--- src/rtl/fft_frame_packer.sv ---
// Packs a multi-channel sample stream into FFT_LEN-sample Avalon-ST frames with sop/eop,
// buffering through a small FIFO and honouring sink backpressure.
module fft_frame_packer #(
  parameter int IN_W       = 14,
  parameter int OUT_W      = 16,
  parameter int CHANNELS   = 2,
  parameter int FFT_LEN    = 1024,
  parameter int FIFO_DEPTH = 16,
  localparam int CW        = (CHANNELS > 1) ? $clog2(CHANNELS) : 1
) (
  input  logic                     clk,
  input  logic                     reset,
  input  logic                     enable,
  input  logic                     chan_mode,
  input  logic [CW-1:0]            chan_sel,
  input  logic                     iq_mode,
  input  logic [CHANNELS*IN_W-1:0] in_data,
  input  logic                     in_valid,
  input  logic                     sink_ready,
  output logic [OUT_W-1:0]         sink_real,
  output logic [OUT_W-1:0]         sink_imag,
  output logic                     sink_valid,
  output logic                     sink_sop,
  output logic                     sink_eop,
  output logic [CW-1:0]            frame_chan,
  output logic [15:0]              frame_count,
  output logic                     overflow,
  input  logic                     ovf_clr,
  output logic                     dbg_state
);
  // Handshake: a sample transfers on a rising clk edge where sink_valid && sink_ready;
  // while sink_valid is high and sink_ready low, every sink_* output holds its value.

  localparam int DW = CHANNELS * IN_W;
  localparam int AW = $clog2(FIFO_DEPTH);
  localparam int IW = $clog2(FFT_LEN);
  localparam int SH = OUT_W - IN_W;
  localparam logic [CW:0] NCH_REAL = (CW+1)'(CHANNELS);
  localparam logic [CW:0] NCH_IQ   = (CW+1)'((CHANNELS >= 2) ? CHANNELS / 2 : 1);

  typedef enum logic {S_IDLE, S_STREAM} state_t;

  state_t            r_state, w_next_state;
  logic [DW-1:0]     r_mem [FIFO_DEPTH];
  logic [AW-1:0]     r_wr_ptr, r_rd_ptr;
  logic [AW:0]       r_count;
  logic [IW-1:0]     r_idx;
  logic [CW-1:0]     r_frame_chan, r_rr;
  logic              r_iq;
  logic [OUT_W-1:0]  r_real, r_imag;
  logic              r_valid, r_sop, r_eop;
  logic [15:0]       r_frame_count;
  logic              r_overflow;

  logic              w_empty, w_full, w_push, w_pop, w_drop, w_load;
  logic              w_frame_start, w_last, w_eop_hs, w_out_free;
  logic [DW-1:0]     w_head;
  logic [CW:0]       w_nch, w_rr_inc, w_real_sel, w_imag_sel;
  logic [CW-1:0]     w_req_chan, w_new_chan, w_rr_next, w_chan;
  logic              w_iq;
  logic [IN_W-1:0]   w_real_raw, w_imag_raw;
  logic signed [OUT_W-1:0] w_real_ext, w_imag_ext;
  logic [OUT_W-1:0]  w_real_s, w_imag_s;

  assign w_empty       = (r_count == '0);
  assign w_full        = (r_count == (AW+1)'(FIFO_DEPTH));
  assign w_head        = r_mem[r_rd_ptr];
  assign w_frame_start = (r_idx == '0);
  assign w_last        = (r_idx == IW'(FFT_LEN - 1));
  assign w_out_free    = !r_valid || sink_ready;
  assign w_eop_hs      = r_valid && sink_ready && r_eop;

  // A new frame may only begin while enabled; a frame in progress always completes.
  assign w_load = !w_empty && w_out_free &&
                  (w_frame_start ? enable : (r_state == S_STREAM));
  assign w_pop  = w_load;
  assign w_push = in_valid && (!w_full || w_pop);
  assign w_drop = in_valid && w_full && !w_pop;

  // Channel choice is resolved only when the sop sample loads.
  assign w_nch      = iq_mode ? NCH_IQ : NCH_REAL;
  assign w_req_chan = chan_mode ? r_rr : chan_sel;
  assign w_new_chan = ({1'b0, w_req_chan} < w_nch) ? w_req_chan : '0;
  assign w_rr_inc   = {1'b0, w_new_chan} + 1'b1;
  assign w_rr_next  = (w_rr_inc >= w_nch) ? '0 : w_rr_inc[CW-1:0];
  assign w_chan     = w_frame_start ? w_new_chan : r_frame_chan;
  assign w_iq       = w_frame_start ? iq_mode : r_iq;
  assign w_real_sel = w_iq ? {w_chan, 1'b0} : {1'b0, w_chan};
  assign w_imag_sel = {w_chan, 1'b1};

  always_comb begin
    w_real_raw = '0;
    w_imag_raw = '0;
    for (int k = 0; k < CHANNELS; k++) begin
      if (w_real_sel == (CW+1)'(k)) w_real_raw = w_head[k*IN_W +: IN_W];
      if (w_imag_sel == (CW+1)'(k)) w_imag_raw = w_head[k*IN_W +: IN_W];
    end
  end

  assign w_real_ext = OUT_W'($signed(w_real_raw));
  assign w_imag_ext = OUT_W'($signed(w_imag_raw));
  assign w_real_s   = w_real_ext <<< SH;
  assign w_imag_s   = w_iq ? (w_imag_ext <<< SH) : '0;

  always_ff @(posedge clk) begin
    if (w_push) r_mem[r_wr_ptr] <= in_data;
  end

  always_ff @(posedge clk or posedge reset) begin
    if (reset) begin
      r_wr_ptr <= '0;
      r_rd_ptr <= '0;
      r_count  <= '0;
    end else begin
      if (w_push) r_wr_ptr <= r_wr_ptr + 1'b1;
      if (w_pop)  r_rd_ptr <= r_rd_ptr + 1'b1;
      case ({w_push, w_pop})
        2'b10:   r_count <= r_count + 1'b1;
        2'b01:   r_count <= r_count - 1'b1;
        default: r_count <= r_count;
      endcase
    end
  end

  always_ff @(posedge clk or posedge reset) begin
    if (reset) begin
      r_real  <= '0;
      r_imag  <= '0;
      r_valid <= 1'b0;
      r_sop   <= 1'b0;
      r_eop   <= 1'b0;
      r_idx   <= '0;
    end else if (w_load) begin
      r_real  <= w_real_s;
      r_imag  <= w_imag_s;
      r_valid <= 1'b1;
      r_sop   <= w_frame_start;
      r_eop   <= w_last;
      r_idx   <= w_last ? '0 : r_idx + 1'b1;
    end else if (sink_ready) begin
      r_valid <= 1'b0;
      r_sop   <= 1'b0;
      r_eop   <= 1'b0;
    end
  end

  always_ff @(posedge clk or posedge reset) begin
    if (reset) begin
      r_frame_chan  <= '0;
      r_rr          <= '0;
      r_iq          <= 1'b0;
      r_frame_count <= '0;
      r_overflow    <= 1'b0;
    end else begin
      if (w_load && w_frame_start) begin
        r_frame_chan <= w_new_chan;
        r_iq         <= iq_mode;
        if (chan_mode) r_rr <= w_rr_next;
      end
      if (w_eop_hs) r_frame_count <= r_frame_count + 1'b1;
      if (w_drop)       r_overflow <= 1'b1;
      else if (ovf_clr) r_overflow <= 1'b0;
    end
  end

  always_ff @(posedge clk or posedge reset) begin
    if (reset) r_state <= S_IDLE;
    else       r_state <= w_next_state;
  end

  // STREAM with index 0 means the last frame's eop is loaded or already sent.
  always_comb begin
    w_next_state = r_state;
    case (r_state)
      S_IDLE:   if (w_load) w_next_state = S_STREAM;
      S_STREAM: if (w_frame_start && !enable && w_out_free) w_next_state = S_IDLE;
      default:  w_next_state = S_IDLE;
    endcase
  end

  assign sink_real   = r_real;
  assign sink_imag   = r_imag;
  assign sink_valid  = r_valid;
  assign sink_sop    = r_sop;
  assign sink_eop    = r_eop;
  assign frame_chan  = r_frame_chan;
  assign frame_count = r_frame_count;
  assign overflow    = r_overflow;
  assign dbg_state   = r_state;

endmodule

--- config.mk ---
export PLATFORM = sky130hd
export DESIGN_NAME = fft_frame_packer
export DESIGN_NICKNAME = d
export VERILOG_FILES = /design/src/rtl/fft_frame_packer.sv
export SDC_FILE = /design/constraint.sdc
export NUM_CORES = 1
export LEC_CHECK = 0
export ABC_AREA = 1
export CORE_UTILIZATION = 55
export CTS_CLUSTER_DIAMETER = 200
export DETAILED_ROUTE_END_ITERATION = 7
export DONT_BUFFER_PORTS = 1
export MAX_ROUTING_LAYER = met4
export PLACE_DENSITY_LB_ADDON = 0.25
export SLEW_MARGIN = 20
export SYNTH_ARGS = -nofsm -noshare
export SYNTH_HDL_FRONTEND = slang
export SYNTH_SLANG_ARGS = --single-unit
--- constraint.sdc ---
create_clock -name clk -period 3.9 [get_ports clk]
set_clock_uncertainty 0.15 [all_clocks]
set_input_delay 0.39 -clock clk [delete_from_list [all_inputs] [get_ports clk]]
set_output_delay 0.39 -clock clk [all_outputs]
set_load 0.01 [all_outputs]
==> flow_summary.toml <==
[status]
outcome = "completed"

[yosys]
syn_area_um2 = 21100
synth-edff-count = 448
synth_seq_area_share = 0.727
synth.distinct_cells = 44
synth-compound-area-share = 0.123
yosys_warnings = 0
synth_mux_area_frac = 0.000534
synth_fa_ha_area_frac = 0.00593
yosys_register_bits = 523
synthArstFlopShare = 0.143
synthSimpleGateAreaFrac = 0.0992
synth_xor_area_frac = 0.0108
synth_top_family_by_area = "compound AO/OA/AOI/OAI gates"
ys.flop_type = "edfxtp_1"
syn-mean-instance-area_um2 = 12.8
synthCells = 1647

[placement]
dp_cells = 2101
hpwl_um = 31200
gp_congestion = 0.885
postPlaceCellArea_um2 = 21800
io_buffers = 0

[critical_path]
criticalPathCategory = "register to register"
ff2ff_path_depth = 14
critPathLaunchType = "register"
arrival_ns = 3.75
crit_path_max_fanout = 41
setup.worst_path.end_class = "register"
required_ns = 4.21

[worst_hold_path]
hold_path.class = "input port to register"
whs_path_depth = 5

[job]
drv_cap = 0

[global_route]
grt_pass1_vias = 13100
grt_pass1_wl_um = 77300
grt_overflow = 0
antenna_found_initial = 1
track_usage = 0.274
grt_max_degree = 108

[layout]
areaGrowthSynthToFinish_pct = 13.2
drive_above_1_share = 0.103
instances_no_fill = 2238
nets = 1729
num-fill-cells = 2811
final_area_um2 = 23900

[clocking]
clk_path_buf_depth = 3
cts.sinks = 523
worstSkewPairLatency_ns = 0.59
cts_buffers = 52
clk_pin_slew_ns = 0.06
ctsHtreeMaxLevel = 2
cts_tree = "built"
cts_root_buffer = "clkbuf_16"

[timing]
worstMarginPinSlew_ns = 1.05
slew_viol_final = 0
setup_viol = 0
setup-tns-final_ns = 0
period_share = 0.881
fin_crit_ns = 3.44
rsz0062_at_grt = "no"
slew_headroom = 0.298
hold_viol_final = 0
fmax_mhz = 291

[power_and_ir_drop]
power.static_leakage_uw = 0.00840
p_total_uw = 18100
ir_drop_v = 0.000590
power_density_nw_per_um2 = 759

[floorplan]
die_x_um = 198
die_h_um = 198
top_level_ports = 91
num_rows = 71
die_area_um2 = 39100
start_util = 0.560
coreArea_um2 = 37700

[routing]
post_drt_wl_per_cell_um = 22.7
drt_first_pass_iters = 6
ant_nets = 0
drc = 0
routed_wl_um = 50800
drt_iter0_markers = 1705
viasPerCell = 6.04
num_vias = 13500
worst max-delay path, cell delays in order, from the launching register on:
cell and delay (ns):
dfrtp_1 0.38, inv_1 0.15, ha_1 0.17, nand3_1 0.10, inv_1 0.11, nand3_2 0.15
nand3_4 0.12, buf_4 0.42, nor2_1 0.10, inv_1 0.15, nor2_1 0.07, nand2_1 0.06
dlygate4sd3_1 0.55, nand2_1 0.06, dlygate4sd3_1 0.56
power by group:
group,total [µW],leakage (µW),internal [µW],switching (µW)
logic,5880,0.00261,1730,4150
clock network,4860,0.000839,2810,2050
registers,7370,0.00495,6840,531
total,18100,0.00840,11400,6730
layer usage:
layer | vias to the layer above | GRT usage | share of wire
met1 | 6656 | 0.366 | 0.41
met2 | 645 | 0.419 | 0.47
met3 | 101 | 0.0615 | 0.098
met5 | - | - | 0
met4 | 0 | 0.0881 | 0.025
li1 | 6117 | - | -
flip-flops by register name, indices dropped and copies added, names as in the netlist, 4 cells and up:
signal       cells
sink_real       14
r_mem          448
r_rd_ptr         4
r_wr_ptr         4
sink_imag       14
r_count          5
r_idx           10
frame_count     16
final timing paths:
| path | start | end | slack, ns |
|---|---|---|---|
| max | r_idx[0] | r_rr | 0.46 |
| min | in_valid | r_count[3] | 0.03 |
| max reg2reg | r_idx[0] | r_rr | 0.46 |
| min reg2reg | r_idx[8] | r_idx[8] | 0.34 |
| max in group asynchronous | reset | r_rd_ptr[0] | 2.40 |
| min in group asynchronous | reset | frame_count[3] | 0.20 |
cells in the final DEF (no fill, tap or decap), types with 5 or more instances in the layout:
master         netlist  routed
edfxtp_1           448     448
nand2_1            243     243
nor2_1             177     161
o21ai_0            135     135
a21oi_1            117     117
dfrtp_1             75      72
clkbuf_16            0      55
inv_1               55      53
nand3_1             42      42
o211ai_1            41      41
dlygate4sd3_1        0      38
o221ai_1            37      37
buf_4               16      37
a22oi_1             26      26
o22ai_1             23      23
xor2_1              22      22
a32o_1              20      20
nor2_4               3      19
o21ai_1             15      15
clkinv_2             0      13
clkbuf_1            53      12
ha_1                10      10
clkbuf_8             0       8
nor3_1               7       7
buf_12               0       7
o311ai_0             6       6
nor2_2               5       5
nand4_1              5       5
clkinv_1             0       5
repair_timing:
item                       CTS  global route
buffers inserted             0             0
hold endpoints to repair   499             0
setup endpoints to repair    0             0
hold buffers                38             0
resized for setup            0             0
cell families after synthesis:
kind of cell | Yosys count
simple gates | 499
compound gates | 423
xor+xnor | 26
mux | 1
buf+inv | 164
fa+ha+maj | 10
other cells | 1
flops | 523
through the flow:
stage / setup WS [ns] / hold slack, ns / util
2_1_floorplan: 0.627 / 0.313 / -
3_3_place_gp: 0.888 / 0.236 / 0.579
3_5_place_dp: 0.816 / 0.247 / 0.579
4_1_cts: 0.493 / 0.0223 / 0.634
5_1_grt: 0.217 / 0.0518 / 0.634
6_report: 0.462 / 0.0325 / 0.634
synth_stat cells, types with 3 or more instances:
cell      instances  area (µm²)
nand3_1          42         210
dfrtp_1          75        1880
nor2_2            5        31.3
nand4_1           5        31.3
nand2_2           3        18.8
nor2_4            3        33.8
nand3_2           3        30.0
xor2_1           22         193
o21ai_1          15        75.1
buf_4            16         120
xnor2_1           4        35.0
ha_1             10         125
nor3_1            7        35.0
inv_1            55         206
nor2_1          177         664
clkbuf_1         53         199
a32o_1           20         200
o211ai_1         41         308
o22ai_1          23         144
buf_1             4        15.0
nand2_1         243         912
a22oi_1          26         195
o311ai_0          6        52.6
a21oi_1         117         586
edfxtp_1        448       13500
buf_2            30         150
o221ai_1         37         324
o21ai_0         135         676
inv_2             5        18.8
layout make-up:
| type | instances | area, µm² | share of cell area |
|---|---|---|---|
| diodes | 1 | 2.50 | 0.000105 |
| repair buffers | 82 | 798 | 0.0334 |
| clock buffers | 76 | 1540 | 0.0645 |
| flip-flops and latches | 523 | 15300 | 0.642 |
| inverters | 60 | 233 | 0.00975 |
| well taps | 511 | 639 | 0.0268 |
| clock inverters | 22 | 151 | 0.00634 |
| multi-input cells | 963 | 5170 | 0.217 |
No activity file was read; power rests on OpenSTA's default activity.
